### config.mk
export PLATFORM = sky130hd
export DESIGN_NAME = pc_fetch_unit
export DESIGN_NICKNAME = d
export VERILOG_FILES = /design/src/rtl/pc_fetch_unit.sv
export SDC_FILE = /design/constraint.sdc
export NUM_CORES = 1
export LEC_CHECK = 0
export BUFFER_PORTS_ARGS = -buffer_cell sky130_fd_sc_hd__buf_2
export CELL_PAD_IN_SITES_DETAIL_PLACEMENT = 0
export CELL_PAD_IN_SITES_GLOBAL_PLACEMENT = 1
export CORE_ASPECT_RATIO = 0.75
export CORE_MARGIN = 2
export CORE_UTILIZATION = 34
export CTS_BUF_LIST = sky130_fd_sc_hd__clkbuf_4 sky130_fd_sc_hd__clkbuf_8
export DETAILED_ROUTE_END_ITERATION = 7
export PLACE_DENSITY = 0.95
export SLEW_MARGIN = 20
export SYNTH_ARGS = -nofsm -noshare
export SYNTH_HDL_FRONTEND = slang
export SYNTH_SLANG_ARGS = --single-unit
export TNS_END_PERCENT = 20
### constraint.sdc
create_clock -name clk -period 6 [get_ports clk]
set_clock_uncertainty 0.05 [all_clocks]
set_input_delay 0.6 -clock clk [delete_from_list [all_inputs] [get_ports clk]]
set_output_delay 0.6 -clock clk [all_outputs]
set_load 0.02 [all_outputs]
### src/rtl/pc_fetch_unit.sv
// Program counter and instruction fetch sequencer: holds the PC, fetches from
// instruction memory and hands each instruction to decode under valid/stall.
module pc_fetch_unit #(
    parameter logic [31:0] RESET_PC = 32'h0000_0000
) (
    input  logic        clk,
    input  logic        reset,
    output logic [31:0] pc,
    input  logic [31:0] pc_plus4,
    input  logic        branch_taken,
    input  logic [31:0] branch_target,
    input  logic        jump,
    input  logic [31:0] jump_target,
    input  logic        jr,
    input  logic [31:0] jr_target,
    input  logic        stall,
    output logic        imem_req,
    output logic [31:0] imem_addr,
    input  logic        imem_ack,
    input  logic [31:0] imem_rdata,
    output logic [31:0] instr,
    output logic        instr_valid,
    output logic        misalign_err
);

    typedef enum logic [1:0] {
        BOOT  = 2'd0,
        FETCH = 2'd1,
        ISSUE = 2'd2,
        HALT  = 2'd3
    } state_t;

    state_t      state_r;
    logic [31:0] pc_r;
    logic [31:0] instr_r;
    logic        instr_valid_r;
    logic        misalign_err_r;
    logic [31:0] next_pc_s;

    // Redirect selection: register jump beats direct jump beats branch beats sequential.
    always_comb begin
        next_pc_s = pc_plus4;
        if (jr) begin
            next_pc_s = jr_target;
        end else if (jump) begin
            next_pc_s = jump_target;
        end else if (branch_taken) begin
            next_pc_s = branch_target;
        end else begin
            next_pc_s = pc_plus4;
        end
    end

    // Fetch sequencer state, PC and decode-side instruction register.
    always_ff @(posedge clk or posedge reset) begin
        if (reset) begin
            state_r        <= BOOT;
            pc_r           <= RESET_PC;
            instr_r        <= 32'h0000_0000;
            instr_valid_r  <= 1'b0;
            misalign_err_r <= 1'b0;
        end else begin
            case (state_r)
                BOOT: begin
                    state_r <= FETCH;
                end
                FETCH: begin
                    if (imem_ack) begin
                        instr_r       <= imem_rdata;
                        instr_valid_r <= 1'b1;
                        state_r       <= ISSUE;
                    end
                end
                ISSUE: begin
                    if (!stall) begin
                        instr_valid_r <= 1'b0;
                        // A misaligned target freezes the core with pc left at the offender.
                        if (next_pc_s[1:0] != 2'b00) begin
                            misalign_err_r <= 1'b1;
                            state_r        <= HALT;
                        end else begin
                            pc_r    <= next_pc_s;
                            state_r <= FETCH;
                        end
                    end
                end
                HALT: begin
                    state_r <= HALT;
                end
                default: begin
                    state_r       <= HALT;
                    instr_valid_r <= 1'b0;
                end
            endcase
        end
    end

    assign pc           = pc_r;
    assign imem_addr    = pc_r;
    assign imem_req     = (state_r == FETCH);
    assign instr        = instr_r;
    assign instr_valid  = instr_valid_r;
    assign misalign_err = misalign_err_r;

endmodule

Yosys cells after proc, flatten, opt, wreduce, memory -nomap -nowiden
Index checks and enable logic that the tools add are counted.

word-level totals
  register bits = 68
  logic and storage cells = 30

cells by class
  equal/unequal tests = 5
  muxes and demuxes = 10
  bitwise operators = 2
  reductions and logical operators = 8

operator list
  cell                                                   count
  2-to-1 mux 32 bit                                      3
  AND reduction 3 bit                                    3
  one-hot mux 2 bit (4 select lines)                     1
  2-to-1 mux 2 bit                                       3
  == test 2 bit, second input constant                   2
  AND reduction 2 bit                                    2
  nonzero test 2 bit                                     2
  == test 2 x 1 -> 1 bit, second input constant          1
  logical NOT 2 bit                                      1
  2-to-1 mux 1 bit                                       2
  inequality test 2 x 1 -> 1 bit, second input constant  1
  inequality test 2 bit, second input constant           1
  inverter 1 bit                                         2
  one-hot mux 1 bit (2 select lines)                     1

Longest topological paths before layout
Gate-level depths: netlist of the first run.

  depth in word-level cells = 7
  depth in mapped cells = 6
  depth with buffers taken out = 4

Worst setup path before layout of the first run
OpenSTA, ideal clock, no wires.

  kind = input -> register
  start point = input port branch_taken
  end point = register pc_r[10] (netlist: imem_addr[10])
  setup time = 0.125 ns
  arrival = 1.841 ns
  data required time = 5.825 ns
  path slack = 3.984 ns
  stages = 6
  cell sequence = clkbuf_1 nor4_2 o41ai_4 nor2_4 buf_6 mux2_4

on the way
  cells in the longest elaborated chain, start to end = 6

RTL lines
  what                                  RTL line  source
  start: declaration                    10        input logic branch_taken,
  2-to-1 mux 32 bit (*)                 47        end else if (branch_taken) begin
  2-to-1 mux 32 bit (*)                 45        end else if (jump) begin
  2-to-1 mux 32 bit (*)                 43        if (jr) begin
  nonzero test 2 bit                    78        if (next_pc_s[1:0] != 2'b00) begin
  inverter 1 bit (no source line)       n/a
  AND reduction 3 bit (no source line)  n/a
  end signal: assignment                82        pc_r <= next_pc_s;
  end: declaration                      34        logic [31:0] pc_r;

Every way passes the cells marked *; elsewhere a longest branch is shown, timed or not.
A chain may end at the register's enable or synchronous reset.

Final worst setup path of the first run
  start point = input port branch_taken
  end point = register pc_r[15] (netlist: imem_addr[15])

The elaborated chain is that of the path after synthesis.

==> report_table.html, run 1 <==
<table>
<tr><th>Metric</th><th>Value</th></tr>
<tr><th colspan="2">Die</th></tr>
<tr><td>Height of the die</td><td>97.0 um</td></tr>
<tr><td>Starting Density</td><td>0.354</td></tr>
<tr><td>Placeable Area</td><td>11100 um^2</td></tr>
<tr><td>Die width</td><td>128 um</td></tr>
<tr><td>Die Outline Area</td><td>12400 um^2</td></tr>
<tr><td>Number of cell rows</td><td>33</td></tr>
<tr><td>Ports placed on the boundary</td><td>266</td></tr>
<tr><th colspan="2">Power and ir drop</th></tr>
<tr><td>Reg power frac</td><td>0.421</td></tr>
<tr><td>Power per unit of standard cell area</td><td>251 nW/um^2</td></tr>
<tr><td>Share of total power in the clock network</td><td>0.280</td></tr>
<tr><td>Overall power of the completed layout</td><td>1.33 mW</td></tr>
<tr><td>Logic pwr share</td><td>0.299</td></tr>
<tr><td>P_sw</td><td>0.423 mW</td></tr>
<tr><td>Internal power</td><td>0.910 mW</td></tr>
<tr><td>Largest voltage drop on the vdd net</td><td>136 uV</td></tr>
<tr><td>Switching part of the total power</td><td>0.317</td></tr>
<tr><td>Static leakage</td><td>2.96 nW</td></tr>
<tr><th colspan="2">Setup path</th></tr>
<tr><td>Count of buffer and inverter cells on the critical path</td><td>2</td></tr>
<tr><td>Data arrival time at the worst-slack endpoint</td><td>3.02 ns</td></tr>
<tr><td>Worst reg2reg endpoint</td><td>imem_addr[15]$_DFFE_PP0P_</td></tr>
<tr><td>Worst reg-to-reg setup slack</td><td>3.86 ns</td></tr>
<tr><td>Cell-by-cell trace of the critical path</td><td>buf_2 &gt; nor4b_4 &gt; o41ai_4 &gt; nor2_4 &gt; buf_16 &gt; mux2_4</td></tr>
<tr><td>CP Data Required Time</td><td>6.17 ns</td></tr>
<tr><td>Count of cells along the worst register-to-register path</td><td>4</td></tr>
<tr><td>Crit-path leading delay family</td><td>buffers and inverters</td></tr>
<tr><td>Category of the critical setup timing path</td><td>input pin to flip-flop</td></tr>
<tr><td>Type of destination of the critical path</td><td>flip-flop</td></tr>
<tr><td>Worst Setup Start Kind</td><td>input pin</td></tr>
<tr><td>CP max stage cell</td><td>sky130_fd_sc_hd__buf_2</td></tr>
<tr><td>Stage delay of the slowest cell on the critical path</td><td>0.74 ns</td></tr>
<tr><td>Largest fanout on the critical path</td><td>32</td></tr>
<tr><td>R2r startpoint</td><td>state_r[0]$_DFFE_PP0P_</td></tr>
<tr><th colspan="2">Clock network</th></tr>
<tr><td>Post-CTS setup buffer count</td><td>0</td></tr>
<tr><td>CTS tree</td><td>built</td></tr>
<tr><td>CTS Root Buffer Type</td><td>sky130_fd_sc_hd__clkbuf_8</td></tr>
<tr><td>TritonCTS sink count</td><td>68</td></tr>
<tr><td>Clock Pin Slew Worst Setup and Hold Paths</td><td>0.07 ns</td></tr>
<tr><td>Num CTS Buffers</td><td>9</td></tr>
<tr><td>Maximum clock path buffer count</td><td>2</td></tr>
<tr><td>Clock Latency Late Sink</td><td>0.34 ns</td></tr>
<tr><td>Resize count post-CTS</td><td>0</td></tr>
<tr><td>H-Tree Level Count</td><td>3</td></tr>
<tr><td>Hold-fix buffers, CTS</td><td>0</td></tr>
<tr><th colspan="2">STA</th></tr>
<tr><td>Worst slew margin relative to its limit</td><td>0.336</td></tr>
<tr><td>Maximum operating frequency</td><td>351 MHz</td></tr>
<tr><td>Number of hold violations in the final report</td><td>0</td></tr>
<tr><td>Count of endpoints failing setup in the final report</td><td>0</td></tr>
<tr><td>Final slew viol count</td><td>0</td></tr>
<tr><td>Final worst path period need</td><td>2.85 ns</td></tr>
<tr><td>Hold Slack</td><td>0.419 ns</td></tr>
<tr><td>Pin slew with the least headroom to its limit</td><td>0.996 ns</td></tr>
<tr><td>Setup repair after global routing missed its margin</td><td>no</td></tr>
<tr><td>Share of the clock period used by the worst path</td><td>0.475</td></tr>
<tr><td>Final setup slack of the worst path</td><td>3.15 ns</td></tr>
<tr><td>Final-layout setup total negative slack</td><td>0 ns</td></tr>
<tr><th colspan="2">Synth</th></tr>
<tr><td>Synthesis Warnings</td><td>0</td></tr>
<tr><td>Share of the synthesized area in the top cell type</td><td>0.434</td></tr>
<tr><td>Count of state elements after synthesis</td><td>68</td></tr>
<tr><td>Part of the Yosys area used for sequential elements</td><td>0.434</td></tr>
<tr><td>Cells after Synth</td><td>323</td></tr>
<tr><td>Avg Inst Size Synth</td><td>12.1 um^2</td></tr>
<tr><td>Combined area of all synthesized cells</td><td>3920 um^2</td></tr>
<tr><td>Cell type with the largest total area after synthesis</td><td>sky130_fd_sc_hd__dfrtp_1</td></tr>
<tr><td>Cell types occupying the most area after synthesis</td><td>sky130_fd_sc_hd__dfrtp_1, sky130_fd_sc_hd__mux2_2, sky130_fd_sc_hd__mux2_4</td></tr>
<tr><td>Post-Syn Nets</td><td>490</td></tr>
<tr><td>Number of distinct library cells after synthesis</td><td>20</td></tr>
<tr><th colspan="2">Placed design</th></tr>
<tr><td>HPWL reported at the end of detailed placement</td><td>8020 um</td></tr>
<tr><td>Last weighted congestion value of the routability-driven placer</td><td>0.786</td></tr>
<tr><td>Port buffer count</td><td>265</td></tr>
<tr><td>Worst Setup Slack post-DPL</td><td>2.72 ns</td></tr>
<tr><td>Number of cells after detailed placement</td><td>680</td></tr>
<tr><td>Area after detailed placement</td><td>5120 um^2</td></tr>
<tr><th colspan="2">Detailed routing</th></tr>
<tr><td>Residual antenna-violating net count after detailed routing</td><td>0</td></tr>
<tr><td># DRC</td><td>0</td></tr>
<tr><td>Aggregate routed wire length</td><td>10300 um</td></tr>
<tr><td>Wire per inst</td><td>14.8 um</td></tr>
<tr><td>Initial drt markers</td><td>87</td></tr>
<tr><td>DR pass1 iterations</td><td>4</td></tr>
<tr><td>Vias</td><td>3237</td></tr>
<tr><td>Vias per Instance</td><td>4.66</td></tr>
<tr><th colspan="2">Cells and area</th></tr>
<tr><td>Area growth syn-to-layout</td><td>35.7%</td></tr>
<tr><td>Post-layout util</td><td>0.481</td></tr>
<tr><td>Number of diodes</td><td>0</td></tr>
<tr><td>Layout Nets</td><td>718</td></tr>
<tr><td>Final non-filler cell area</td><td>5320 um^2</td></tr>
<tr><td>Fraction of layout instances using a drive strength above 1</td><td>0.686</td></tr>
<tr><td>Layout filler cell count</td><td>1044</td></tr>
<tr><td>Non-filler cells, final</td><td>695</td></tr>
<tr><td>Most common library cell in the layout ignoring fill and taps</td><td>sky130_fd_sc_hd__buf_2</td></tr>
<tr><td>Highest-count cells in the layout ignoring fill and taps</td><td>sky130_fd_sc_hd__buf_2, sky130_fd_sc_hd__dfrtp_1, sky130_fd_sc_hd__mux2_2, sky130_fd_sc_hd__nand2_1, sky130_fd_sc_hd__o21ai_0</td></tr>
<tr><th colspan="2">GRT</th></tr>
<tr><td>Global-route total usage across every layer</td><td>0.169</td></tr>
<tr><td>First-pass GRT wire length</td><td>16700 um</td></tr>
<tr><td>Antenna violations before repair</td><td>0</td></tr>
<tr><td>Via count of the first global-routing pass</td><td>3387</td></tr>
<tr><td>Overflow left after global routing</td><td>0</td></tr>
<tr><td>Maximum number of pins on one net before global-route repair</td><td>69</td></tr>
<tr><th colspan="2">Min path</th></tr>
<tr><td>Start point of the worst hold path</td><td>misalign_err$_DFFE_PP0P_</td></tr>
<tr><td>Cell count of the worst hold path</td><td>1</td></tr>
<tr><td>Classification of the worst-slack hold path</td><td>flip-flop to flip-flop</td></tr>
<tr><td>End point of the worst hold path</td><td>misalign_err$_DFFE_PP0P_</td></tr>
<tr><th colspan="2">Flow run</th></tr>
<tr><td>Maximum capacitance violations</td><td>0</td></tr>
<tr><th colspan="2">Run status</th></tr>
<tr><td>Run status</td><td>complete, no violations</td></tr>
</table>
==> power groups by stage <==
stage | sequential, mW | combinational, mW | clock (mW)
floorplan | 0.644 | 0.188 | 0
global placement | 0.565 | 0.398 | 0
detailed placement | 0.568 | 0.405 | 0
CTS | 0.561 | 0.405 | 0.391
global route | 0.570 | 0.431 | 0.416
finish | 0.561 | 0.398 | 0.374
==> synthesized netlist by cell type, drive strengths merged <==
| cell type | instances |
|---|---|
| mux2 | 92 |
| dfrtp | 68 |
| buf | 41 |
| nand2 | 35 |
| o21ai | 33 |
| mux2i | 30 |
| clkbuf | 11 |
| nor2b | 3 |
| nand2b | 2 |
| inv | 1 |
| nor2 | 1 |
| nor3b | 1 |
| nor4 | 1 |
| nor4b | 1 |
| o21a | 1 |
| o41ai | 1 |
| or3b | 1 |
==> state kept, by name, summed over array words and instances (netlist names) <==
name          cells
imem_addr        32
instr            32
state_r           2
instr_valid       1
misalign_err      1
==> worst register-to-register path: cells and delay by family (launching register included) <==
family	cells	cell delay [ns]
and+or+nand+nor	2	0.99
buffers and inverters	1	0.26
DFF	1	0.40
muxes	1	0.33
==> routing by layer <==
metal | routed length, um | track usage
met1 | 4020 | 0.189
met2 | 5330 | 0.305
met3 | 738 | 0.0503
met4 | 172 | 0.0566
met5 | 0 | 0
==> how the worst max path moves through the flow <==
stage	from	end	slack (ns)	cells after the start
6_report	branch_taken	imem_addr[15]$_DFFE_PP0P_	3.15	6
5_1_grt	branch_taken	imem_addr[11]$_DFFE_PP0P_	3.00	6
4_1_cts	branch_taken	imem_addr[15]$_DFFE_PP0P_	3.10	6
3_5_place_dp	branch_taken	imem_addr[9]$_DFFE_PP0P_	2.72	6
3_3_place_gp	branch_taken	imem_addr[30]$_DFFE_PP0P_	2.55	5
2_1_floorplan	reset	imem_addr[0]$_DFFE_PP0P_	3.64	1
==> logic make-up (layout without fill, tap and decap cells) <==
group	Yosys count	count (layout)	share of synthesized area
buffers and inverters	53	285	0.0897
AND/OR/NAND/NOR	45	45	0.0578
multiplexers	122	122	0.368
flip-flops	68	68	0.434
AO/OA/AOI/OAI	35	35	0.0511
==> final cells by class <==
cell class	instances	area [um^2]	area share
Sequential cell	68	1700	0.320
Multi-Input combinational cell	202	1870	0.351
Clock buffer	11	145	0.0273
Clock inverter	4	50.0	0.00941
Inverter	1	3.75	0.000706
Timing Repair Buffer	269	1380	0.259
Tap cell	140	175	0.0329
Power figures use the tool's default switching activity.
==> inputs of run 2 (changes only) <==
ABC_AREA = 1   (was unset)
CORE_UTILIZATION = 27   (was 34)
PLACE_DENSITY = 0.86   (was 0.95)
clock period = 2.55 ns   (was 6 ns; I/O delays follow)
==> report_table.html, run 2 <==
<table>
<tr><th>Metric</th><th>Value</th></tr>
<tr><th colspan="2">Power and ir drop</th></tr>
<tr><td>Overall power of the completed layout</td><td>3.93 mW</td></tr>
<tr><td>Largest voltage drop on the vdd net</td><td>438 uV</td></tr>
<tr><td>Static leakage</td><td>3.25 nW</td></tr>
<tr><td>Power per unit of standard cell area</td><td>709 nW/um^2</td></tr>
<tr><th colspan="2">Detailed routing</th></tr>
<tr><td>Vias per Instance</td><td>4.45</td></tr>
<tr><td># DRC</td><td>0</td></tr>
<tr><td>Wire per inst</td><td>14.2 um</td></tr>
<tr><td>Aggregate routed wire length</td><td>13200 um</td></tr>
<tr><td>Vias</td><td>4149</td></tr>
<tr><td>DR pass1 iterations</td><td>4</td></tr>
<tr><td>Residual antenna-violating net count after detailed routing</td><td>0</td></tr>
<tr><td>Initial drt markers</td><td>132</td></tr>
<tr><th colspan="2">Cells and area</th></tr>
<tr><td>Fraction of layout instances using a drive strength above 1</td><td>0.482</td></tr>
<tr><td>Area growth syn-to-layout</td><td>36.0%</td></tr>
<tr><td>Layout filler cell count</td><td>1552</td></tr>
<tr><td>Highest-count cells in the layout ignoring fill and taps</td><td>sky130_fd_sc_hd__buf_2, sky130_fd_sc_hd__nand2_1, sky130_fd_sc_hd__dfrtp_1, sky130_fd_sc_hd__nand3_1, sky130_fd_sc_hd__nand4_1</td></tr>
<tr><td>Most common library cell in the layout ignoring fill and taps</td><td>sky130_fd_sc_hd__buf_2</td></tr>
<tr><td>Layout Nets</td><td>893</td></tr>
<tr><th colspan="2">Setup path</th></tr>
<tr><td>Largest fanout on the critical path</td><td>34</td></tr>
<tr><td>Worst Setup Start Kind</td><td>flip-flop</td></tr>
<tr><td>CP Data Required Time</td><td>2.75 ns</td></tr>
<tr><td>Cell-by-cell trace of the critical path</td><td>nor2_2 &gt; nand2_2 &gt; mux2_4</td></tr>
<tr><td>Data arrival time at the worst-slack endpoint</td><td>1.95 ns</td></tr>
<tr><td>Beginning of the critical path</td><td>state_r[1]$_DFFE_PP0P_</td></tr>
<tr><td>Type of destination of the critical path</td><td>flip-flop</td></tr>
<tr><td>CP max stage cell</td><td>sky130_fd_sc_hd__nand2_2</td></tr>
<tr><td>Stage delay of the slowest cell on the critical path</td><td>0.50 ns</td></tr>
<tr><td>Category of the critical setup timing path</td><td>flip-flop to flip-flop</td></tr>
<tr><td>R2r startpoint</td><td>state_r[1]$_DFFE_PP0P_</td></tr>
<tr><th colspan="2">STA</th></tr>
<tr><td>Worst slew margin relative to its limit</td><td>0.424</td></tr>
<tr><td>Maximum operating frequency</td><td>570 MHz</td></tr>
<tr><td>Final slew viol count</td><td>0</td></tr>
<tr><td>Count of endpoints failing setup in the final report</td><td>0</td></tr>
<tr><td>Final-layout setup total negative slack</td><td>0 ns</td></tr>
<tr><td>Pin slew with the least headroom to its limit</td><td>0.862 ns</td></tr>
<tr><td>Final worst path period need</td><td>1.75 ns</td></tr>
<tr><td>Setup repair after global routing missed its margin</td><td>no</td></tr>
<tr><td>Share of the clock period used by the worst path</td><td>0.687</td></tr>
<tr><td>Number of hold violations in the final report</td><td>0</td></tr>
<tr><th colspan="2">Flow run</th></tr>
<tr><td>Maximum capacitance violations</td><td>0</td></tr>
<tr><th colspan="2">Synth</th></tr>
<tr><td>Post-Syn Nets</td><td>671</td></tr>
<tr><td>Share of the synthesized area in the top cell type</td><td>0.418</td></tr>
<tr><td>Async SR Flop Fraction</td><td>1.00</td></tr>
<tr><td>Post-synth top flop</td><td>sky130_fd_sc_hd__dfrtp_1</td></tr>
<tr><td>Synthesis Warnings</td><td>0</td></tr>
<tr><td>Cells after Synth</td><td>504</td></tr>
<tr><td>Number of enable flip-flop cells after synthesis</td><td>0</td></tr>
<tr><td>Avg Inst Size Synth</td><td>8.09 um^2</td></tr>
<tr><td>Count of state elements after synthesis</td><td>68</td></tr>
<tr><td>Number of distinct library cells after synthesis</td><td>22</td></tr>
<tr><td>Cell types occupying the most area after synthesis</td><td>sky130_fd_sc_hd__dfrtp_1, sky130_fd_sc_hd__nand2_1, sky130_fd_sc_hd__nand3_1</td></tr>
<tr><td>Part of the Yosys area used for sequential elements</td><td>0.418</td></tr>
<tr><td>Most frequent cell after synthesis</td><td>sky130_fd_sc_hd__nand2_1</td></tr>
<tr><td>Top cells by instance count after synthesis</td><td>sky130_fd_sc_hd__nand2_1, sky130_fd_sc_hd__dfrtp_1, sky130_fd_sc_hd__nand3_1</td></tr>
<tr><td>Combined area of all synthesized cells</td><td>4080 um^2</td></tr>
<tr><td>Cell type with the largest total area after synthesis</td><td>sky130_fd_sc_hd__dfrtp_1</td></tr>
<tr><th colspan="2">Placed design</th></tr>
<tr><td>HPWL reported at the end of detailed placement</td><td>10100 um</td></tr>
<tr><td>Last weighted congestion value of the routability-driven placer</td><td>0.745</td></tr>
<tr><td>Port buffer count</td><td>265</td></tr>
<tr><th colspan="2">Clock network</th></tr>
<tr><td>H-Tree Level Count</td><td>3</td></tr>
<tr><td>TritonCTS sink count</td><td>68</td></tr>
<tr><td>Maximum clock path buffer count</td><td>2</td></tr>
<tr><td>CTS Root Buffer Type</td><td>sky130_fd_sc_hd__clkbuf_8</td></tr>
<tr><td>CTS tree</td><td>built</td></tr>
<tr><td>Clock Latency Late Sink</td><td>0.35 ns</td></tr>
<tr><td>Num CTS Buffers</td><td>9</td></tr>
<tr><td>Clock Pin Slew Worst Setup and Hold Paths</td><td>0.09 ns</td></tr>
<tr><th colspan="2">Die</th></tr>
<tr><td>Ports placed on the boundary</td><td>266</td></tr>
<tr><td>Height of the die</td><td>110 um</td></tr>
<tr><td>Die width</td><td>146 um</td></tr>
<tr><td>Starting Density</td><td>0.279</td></tr>
<tr><td>Die Outline Area</td><td>16100 um^2</td></tr>
<tr><td>Number of cell rows</td><td>38</td></tr>
<tr><td>Placeable Area</td><td>14600 um^2</td></tr>
<tr><th colspan="2">GRT</th></tr>
<tr><td>First-pass GRT wire length</td><td>20800 um</td></tr>
<tr><td>Global-route total usage across every layer</td><td>0.165</td></tr>
<tr><td>Via count of the first global-routing pass</td><td>4011</td></tr>
<tr><td>Maximum number of pins on one net before global-route repair</td><td>41</td></tr>
<tr><td>Overflow left after global routing</td><td>0</td></tr>
<tr><td>Antenna violations before repair</td><td>1</td></tr>
<tr><th colspan="2">Min path</th></tr>
<tr><td>Classification of the worst-slack hold path</td><td>input pin to flip-flop</td></tr>
<tr><td>Start point of the worst hold path</td><td>imem_rdata[25]</td></tr>
<tr><th colspan="2">Run status</th></tr>
<tr><td>Run status</td><td>complete, no violations</td></tr>
</table>
## run 2: metrics by stage
stage	hold WS, ns	std cells	area (um^2)	setup WS (ns)	utilization
after detailed placement	0.239	914	5320	0.778	0.365
after global placement	0.240	914	5320	0.759	0.365
after floorplan	0.348	504	4080	0.533	-
after CTS	0.0478	931	5540	0.763	0.379
final	0.0717	932	5540	0.797	0.380
after global routing	0.0414	931	5540	0.659	0.379
## run 2: metal layers
| layer | share of wire | GRT usage |
|---|---|---|
| met3 | 0.085 | 0.0519 |
| met4 | 0.0069 | 0.0357 |
| met1 | 0.44 | 0.205 |
| met5 | 0 | 0 |
| met2 | 0.47 | 0.283 |
## run 2: worst max-delay path, delay by kind of cell, from the launching register on
family | cells | cell delay, ns
flip-flops | 1 | 0.43
multiplexers | 1 | 0.49
AND/OR/NAND/NOR | 2 | 0.67
## run 2: final timing paths
kind	endpoint	slack, ns	depth (start not counted)
max	instr[1]$_DFFE_PP0P_	0.80	3
min	instr[25]$_DFFE_PP0P_	0.07	2
max reg2reg	instr[1]$_DFFE_PP0P_	0.80	3
min reg2reg	misalign_err$_DFFE_PP0P_	0.41	1
max in group asynchronous	imem_addr[15]$_DFFE_PP0P_	1.28	4
min in group asynchronous	instr[30]$_DFFE_PP0P_	0.42	3
## run 2: layout make-up
type,instances,area [um^2],area share
antenna,1,2.50,0.000452
clock buffer,9,124,0.0224
clock inverter,7,82.6,0.0149
inverter,13,48.8,0.00881
multi-input combinational,357,1900,0.343
sequential,68,1700,0.307
tap,200,250,0.0452
timing repair buffer,277,1430,0.258
## run 2: repair_timing
item                                   CTS  global route
setup buffers                            0             0
hold buffers                             1             0
resized for setup                        0             0
endpoints found under the hold margin   20             0
## run 2: cells by family (layout without fill, tap and decap cells)
kind of cell	Yosys count	in the layout	share of synthesized area
multiplexers	32	32	0.0976
AO/OA/AOI/OAI	4	4	0.00553
buffers and inverters	79	306	0.120
other	0	1	0
flip-flops	68	68	0.418
AND/OR/NAND/NOR	321	321	0.359
## run 2: report_power, final
part	switching [mW]	internal [mW]	total, mW
clock	0.481	0.468	0.949
sequential	0.178	1.34	1.52
combinational	0.878	0.582	1.46
==> inputs of run 3 (changes only) <==
ABC_AREA = 0   (was 1)
CORE_UTILIZATION = 28   (was 27)
PLACE_DENSITY = 0.85   (was 0.86)
clock period = 1.6 ns   (was 2.55 ns; I/O delays follow)
==> report_table.html, run 3 (same netlist as run 1, synthesis figures left out) <==
<table>
<tr><th>Metric</th><th>Value</th></tr>
<tr><th colspan="2">Die</th></tr>
<tr><td>Height of the die</td><td>106 um</td></tr>
<tr><td>Number of cell rows</td><td>37</td></tr>
<tr><td>Ports placed on the boundary</td><td>266</td></tr>
<tr><td>Die Outline Area</td><td>15000 um^2</td></tr>
<tr><td>Placeable Area</td><td>13700 um^2</td></tr>
<tr><td>Starting Density</td><td>0.286</td></tr>
<tr><td>Die width</td><td>141 um</td></tr>
<tr><th colspan="2">Clock network</th></tr>
<tr><td>TritonCTS sink count</td><td>68</td></tr>
<tr><td>CTS tree</td><td>built</td></tr>
<tr><td>H-Tree Level Count</td><td>3</td></tr>
<tr><td>Maximum clock path buffer count</td><td>2</td></tr>
<tr><td>Clock Pin Slew Worst Setup and Hold Paths</td><td>0.08 ns</td></tr>
<tr><td>Num CTS Buffers</td><td>9</td></tr>
<tr><td>CTS Root Buffer Type</td><td>sky130_fd_sc_hd__clkbuf_8</td></tr>
<tr><td>Clock Latency Late Sink</td><td>0.35 ns</td></tr>
<tr><th colspan="2">Power and ir drop</th></tr>
<tr><td>P_sw</td><td>1.72 mW</td></tr>
<tr><td>Overall power of the completed layout</td><td>5.19 mW</td></tr>
<tr><td>Static leakage</td><td>3.21 nW</td></tr>
<tr><td>Power per unit of standard cell area</td><td>879 nW/um^2</td></tr>
<tr><td>Largest voltage drop on the vdd net</td><td>547 uV</td></tr>
<tr><td>Reg power frac</td><td>0.406</td></tr>
<tr><td>Switching part of the total power</td><td>0.331</td></tr>
<tr><td>Logic pwr share</td><td>0.307</td></tr>
<tr><td>Internal power</td><td>3.47 mW</td></tr>
<tr><td>Share of total power in the clock network</td><td>0.287</td></tr>
<tr><th colspan="2">Setup path</th></tr>
<tr><td>CP Data Required Time</td><td>1.78 ns</td></tr>
<tr><td>Worst reg-to-reg setup slack</td><td>-0.12 ns</td></tr>
<tr><td>Worst reg2reg endpoint</td><td>imem_addr[11]$_DFFE_PP0P_</td></tr>
<tr><td>Type of destination of the critical path</td><td>flip-flop</td></tr>
<tr><td>CP max stage cell</td><td>sky130_fd_sc_hd__or3b_4</td></tr>
<tr><td>Cell-by-cell trace of the critical path</td><td>or3b_4 &gt; nor2_4 &gt; buf_4 &gt; buf_12 &gt; mux2_4</td></tr>
<tr><td>Stage delay of the slowest cell on the critical path</td><td>0.43 ns</td></tr>
<tr><td>Crit-path leading delay family</td><td>simple AND/OR/NAND/NOR gates</td></tr>
<tr><td>Worst path depth</td><td>5</td></tr>
<tr><td>Count of buffer and inverter cells on the critical path</td><td>2</td></tr>
<tr><td>Category of the critical setup timing path</td><td>flip-flop to flip-flop</td></tr>
<tr><td>Beginning of the critical path</td><td>state_r[0]$_DFFE_PP0P_</td></tr>
<tr><td>Data arrival time at the worst-slack endpoint</td><td>1.90 ns</td></tr>
<tr><td>Worst Setup Start Kind</td><td>flip-flop</td></tr>
<tr><td>Largest fanout on the critical path</td><td>12</td></tr>
<tr><td>R2r startpoint</td><td>state_r[0]$_DFFE_PP0P_</td></tr>
<tr><td>Count of cells along the worst register-to-register path</td><td>5</td></tr>
<tr><td>Capture point of the critical path</td><td>imem_addr[11]$_DFFE_PP0P_</td></tr>
<tr><th colspan="2">GRT</th></tr>
<tr><td>Via count of the first global-routing pass</td><td>3610</td></tr>
<tr><td>Overflow left after global routing</td><td>0</td></tr>
<tr><td>Maximum number of pins on one net before global-route repair</td><td>69</td></tr>
<tr><td>First-pass GRT wire length</td><td>17700 um</td></tr>
<tr><td>Antenna violations before repair</td><td>0</td></tr>
<tr><td>Global-route total usage across every layer</td><td>0.149</td></tr>
<tr><th colspan="2">STA</th></tr>
<tr><td>Maximum operating frequency</td><td>582 MHz</td></tr>
<tr><td>Worst slew margin relative to its limit</td><td>0.758</td></tr>
<tr><td>Hold Slack</td><td>0.117 ns</td></tr>
<tr><td>Final-layout setup total negative slack</td><td>-2.39 ns</td></tr>
<tr><td>Final setup slack of the worst path</td><td>-0.117 ns</td></tr>
<tr><td>Number of hold violations in the final report</td><td>0</td></tr>
<tr><td>Pin slew with the least headroom to its limit</td><td>0.363 ns</td></tr>
<tr><td>Final worst path period need</td><td>1.72 ns</td></tr>
<tr><td>Count of endpoints failing setup in the final report</td><td>28</td></tr>
<tr><td>Setup repair after global routing missed its margin</td><td>yes</td></tr>
<tr><td>Final slew viol count</td><td>0</td></tr>
<tr><td>Share of the clock period used by the worst path</td><td>1.07</td></tr>
<tr><th colspan="2">Run status</th></tr>
<tr><td>Violated checks</td><td>negative setup slack</td></tr>
<tr><td>Run status</td><td>finished, violations left</td></tr>
<tr><th colspan="2">Detailed routing</th></tr>
<tr><td>Wire per inst</td><td>14.3 um</td></tr>
<tr><td>Vias per Instance</td><td>4.43</td></tr>
<tr><td>Aggregate routed wire length</td><td>11200 um</td></tr>
<tr><td>Initial drt markers</td><td>73</td></tr>
<tr><td># DRC</td><td>0</td></tr>
<tr><td>Residual antenna-violating net count after detailed routing</td><td>0</td></tr>
<tr><td>DR pass1 iterations</td><td>4</td></tr>
<tr><td>Vias</td><td>3471</td></tr>
<tr><th colspan="2">Placed design</th></tr>
<tr><td>Area after detailed placement</td><td>5310 um^2</td></tr>
<tr><td>Port buffer count</td><td>265</td></tr>
<tr><td>Last weighted congestion value of the routability-driven placer</td><td>0.795</td></tr>
<tr><td>HPWL reported at the end of detailed placement</td><td>8200 um</td></tr>
<tr><th colspan="2">Cells and area</th></tr>
<tr><td>Area growth syn-to-layout</td><td>50.5%</td></tr>
<tr><td>Number of diodes</td><td>0</td></tr>
<tr><td>Highest-count cells in the layout ignoring fill and taps</td><td>sky130_fd_sc_hd__buf_2, sky130_fd_sc_hd__dfrtp_1, sky130_fd_sc_hd__mux2_2, sky130_fd_sc_hd__nand2_1, sky130_fd_sc_hd__dlygate4sd3_1</td></tr>
<tr><td>Layout Nets</td><td>770</td></tr>
<tr><td>Post-layout util</td><td>0.431</td></tr>
<tr><td>Final non-filler cell area</td><td>5900 um^2</td></tr>
<tr><td>Most common library cell in the layout ignoring fill and taps</td><td>sky130_fd_sc_hd__buf_2</td></tr>
<tr><td>Fraction of layout instances using a drive strength above 1</td><td>0.661</td></tr>
<tr><th colspan="2">Flow run</th></tr>
<tr><td>Maximum capacitance violations</td><td>0</td></tr>
<tr><th colspan="2">Min path</th></tr>
<tr><td>Start point of the worst hold path</td><td>stall</td></tr>
<tr><td>Classification of the worst-slack hold path</td><td>input pin to flip-flop</td></tr>
</table>
[run 3: cell count changes in the layout (fill, tap and decap cells not counted), moves of 7 or more]
cell	change
sky130_fd_sc_hd__or2_2	-17
sky130_fd_sc_hd__mux2i_1	+30
sky130_fd_sc_hd__o21ai_0	+31
sky130_fd_sc_hd__nand3_1	-63
sky130_fd_sc_hd__nand4_1	-30
sky130_fd_sc_hd__dlygate4sd3_1	+33
sky130_fd_sc_hd__mux2_4	+18
sky130_fd_sc_hd__mux2_2	+42
sky130_fd_sc_hd__nand2_1	-157
sky130_fd_sc_hd__inv_1	-9
sky130_fd_sc_hd__buf_4	+7
sky130_fd_sc_hd__or2_0	-13
[run 3: how the worst min path moves through the flow]
stage	slack [ns]	cells after the start	endpoint
after CTS	0.08	3	imem_addr[21]$_DFFE_PP0P_
final	0.12	4	state_r[1]$_DFFE_PP0P_
after detailed placement	0.24	3	imem_addr[5]$_DFFE_PP0P_
after global placement	0.23	3	imem_addr[2]$_DFFE_PP0P_
after floorplan	0.25	2	state_r[1]$_DFFE_PP0P_
after global routing	0.1	3	imem_addr[21]$_DFFE_PP0P_
[run 3: metrics by stage]
stage          cells  worst slack, ns
2_1_floorplan    323          -0.0920
3_3_place_gp     729           -0.141
3_5_place_dp     729           -0.168
4_1_cts          782           -0.139
5_1_grt          783           -0.178
6_report         783           -0.117
[run 3: power groups by stage]
stage,Clock [mW],Combinational (mW),Sequential [mW]
after detailed placement,0,1.54,2.13
after global placement,0,1.52,2.12
after global routing,1.65,1.71,2.14
final,1.49,1.59,2.11
after CTS,1.58,1.60,2.10
after floorplan,0,0.707,2.42
[run 3: final cells by class]
type / count / area, um^2
repair buffers: 321 / 1890
fillers: 1316 / 7800
multi-input cells: 202 / 1870
clock inverters: 7 / 82.6
inverters: 1 / 7.51
flip-flops and latches: 68 / 1700
well taps: 175 / 219
clock buffers: 9 / 124
[run 3: routing by layer]
metal / vias to the layer above / global-route usage / routed length (um)
met5: - / 0 / 0
met4: 0 / 0.0443 / 132
met3: 12 / 0.0419 / 828
met2: 155 / 0.265 / 5620
met1: 1640 / 0.175 / 4610
li1: 1664 / - / -
[run 3: repair_timing]
item | in CTS | in global routing
hold buffers | 34 | 0
buffers inserted | 2 | 2
pin swaps | 1 | 0
hold endpoints to repair | 101 | 0
resized for setup | 3 | 3
setup endpoints to repair | 30 | 62
gates cloned | 1 | 0
[run 3: worst reg2reg max path: stages, from the launching register on]
cell	delay [ns]
sky130_fd_sc_hd__dfrtp_1	0.39
sky130_fd_sc_hd__or3b_4	0.43
sky130_fd_sc_hd__nor2_4	0.14
sky130_fd_sc_hd__buf_4	0.14
sky130_fd_sc_hd__buf_12	0.15
sky130_fd_sc_hd__mux2_4	0.31
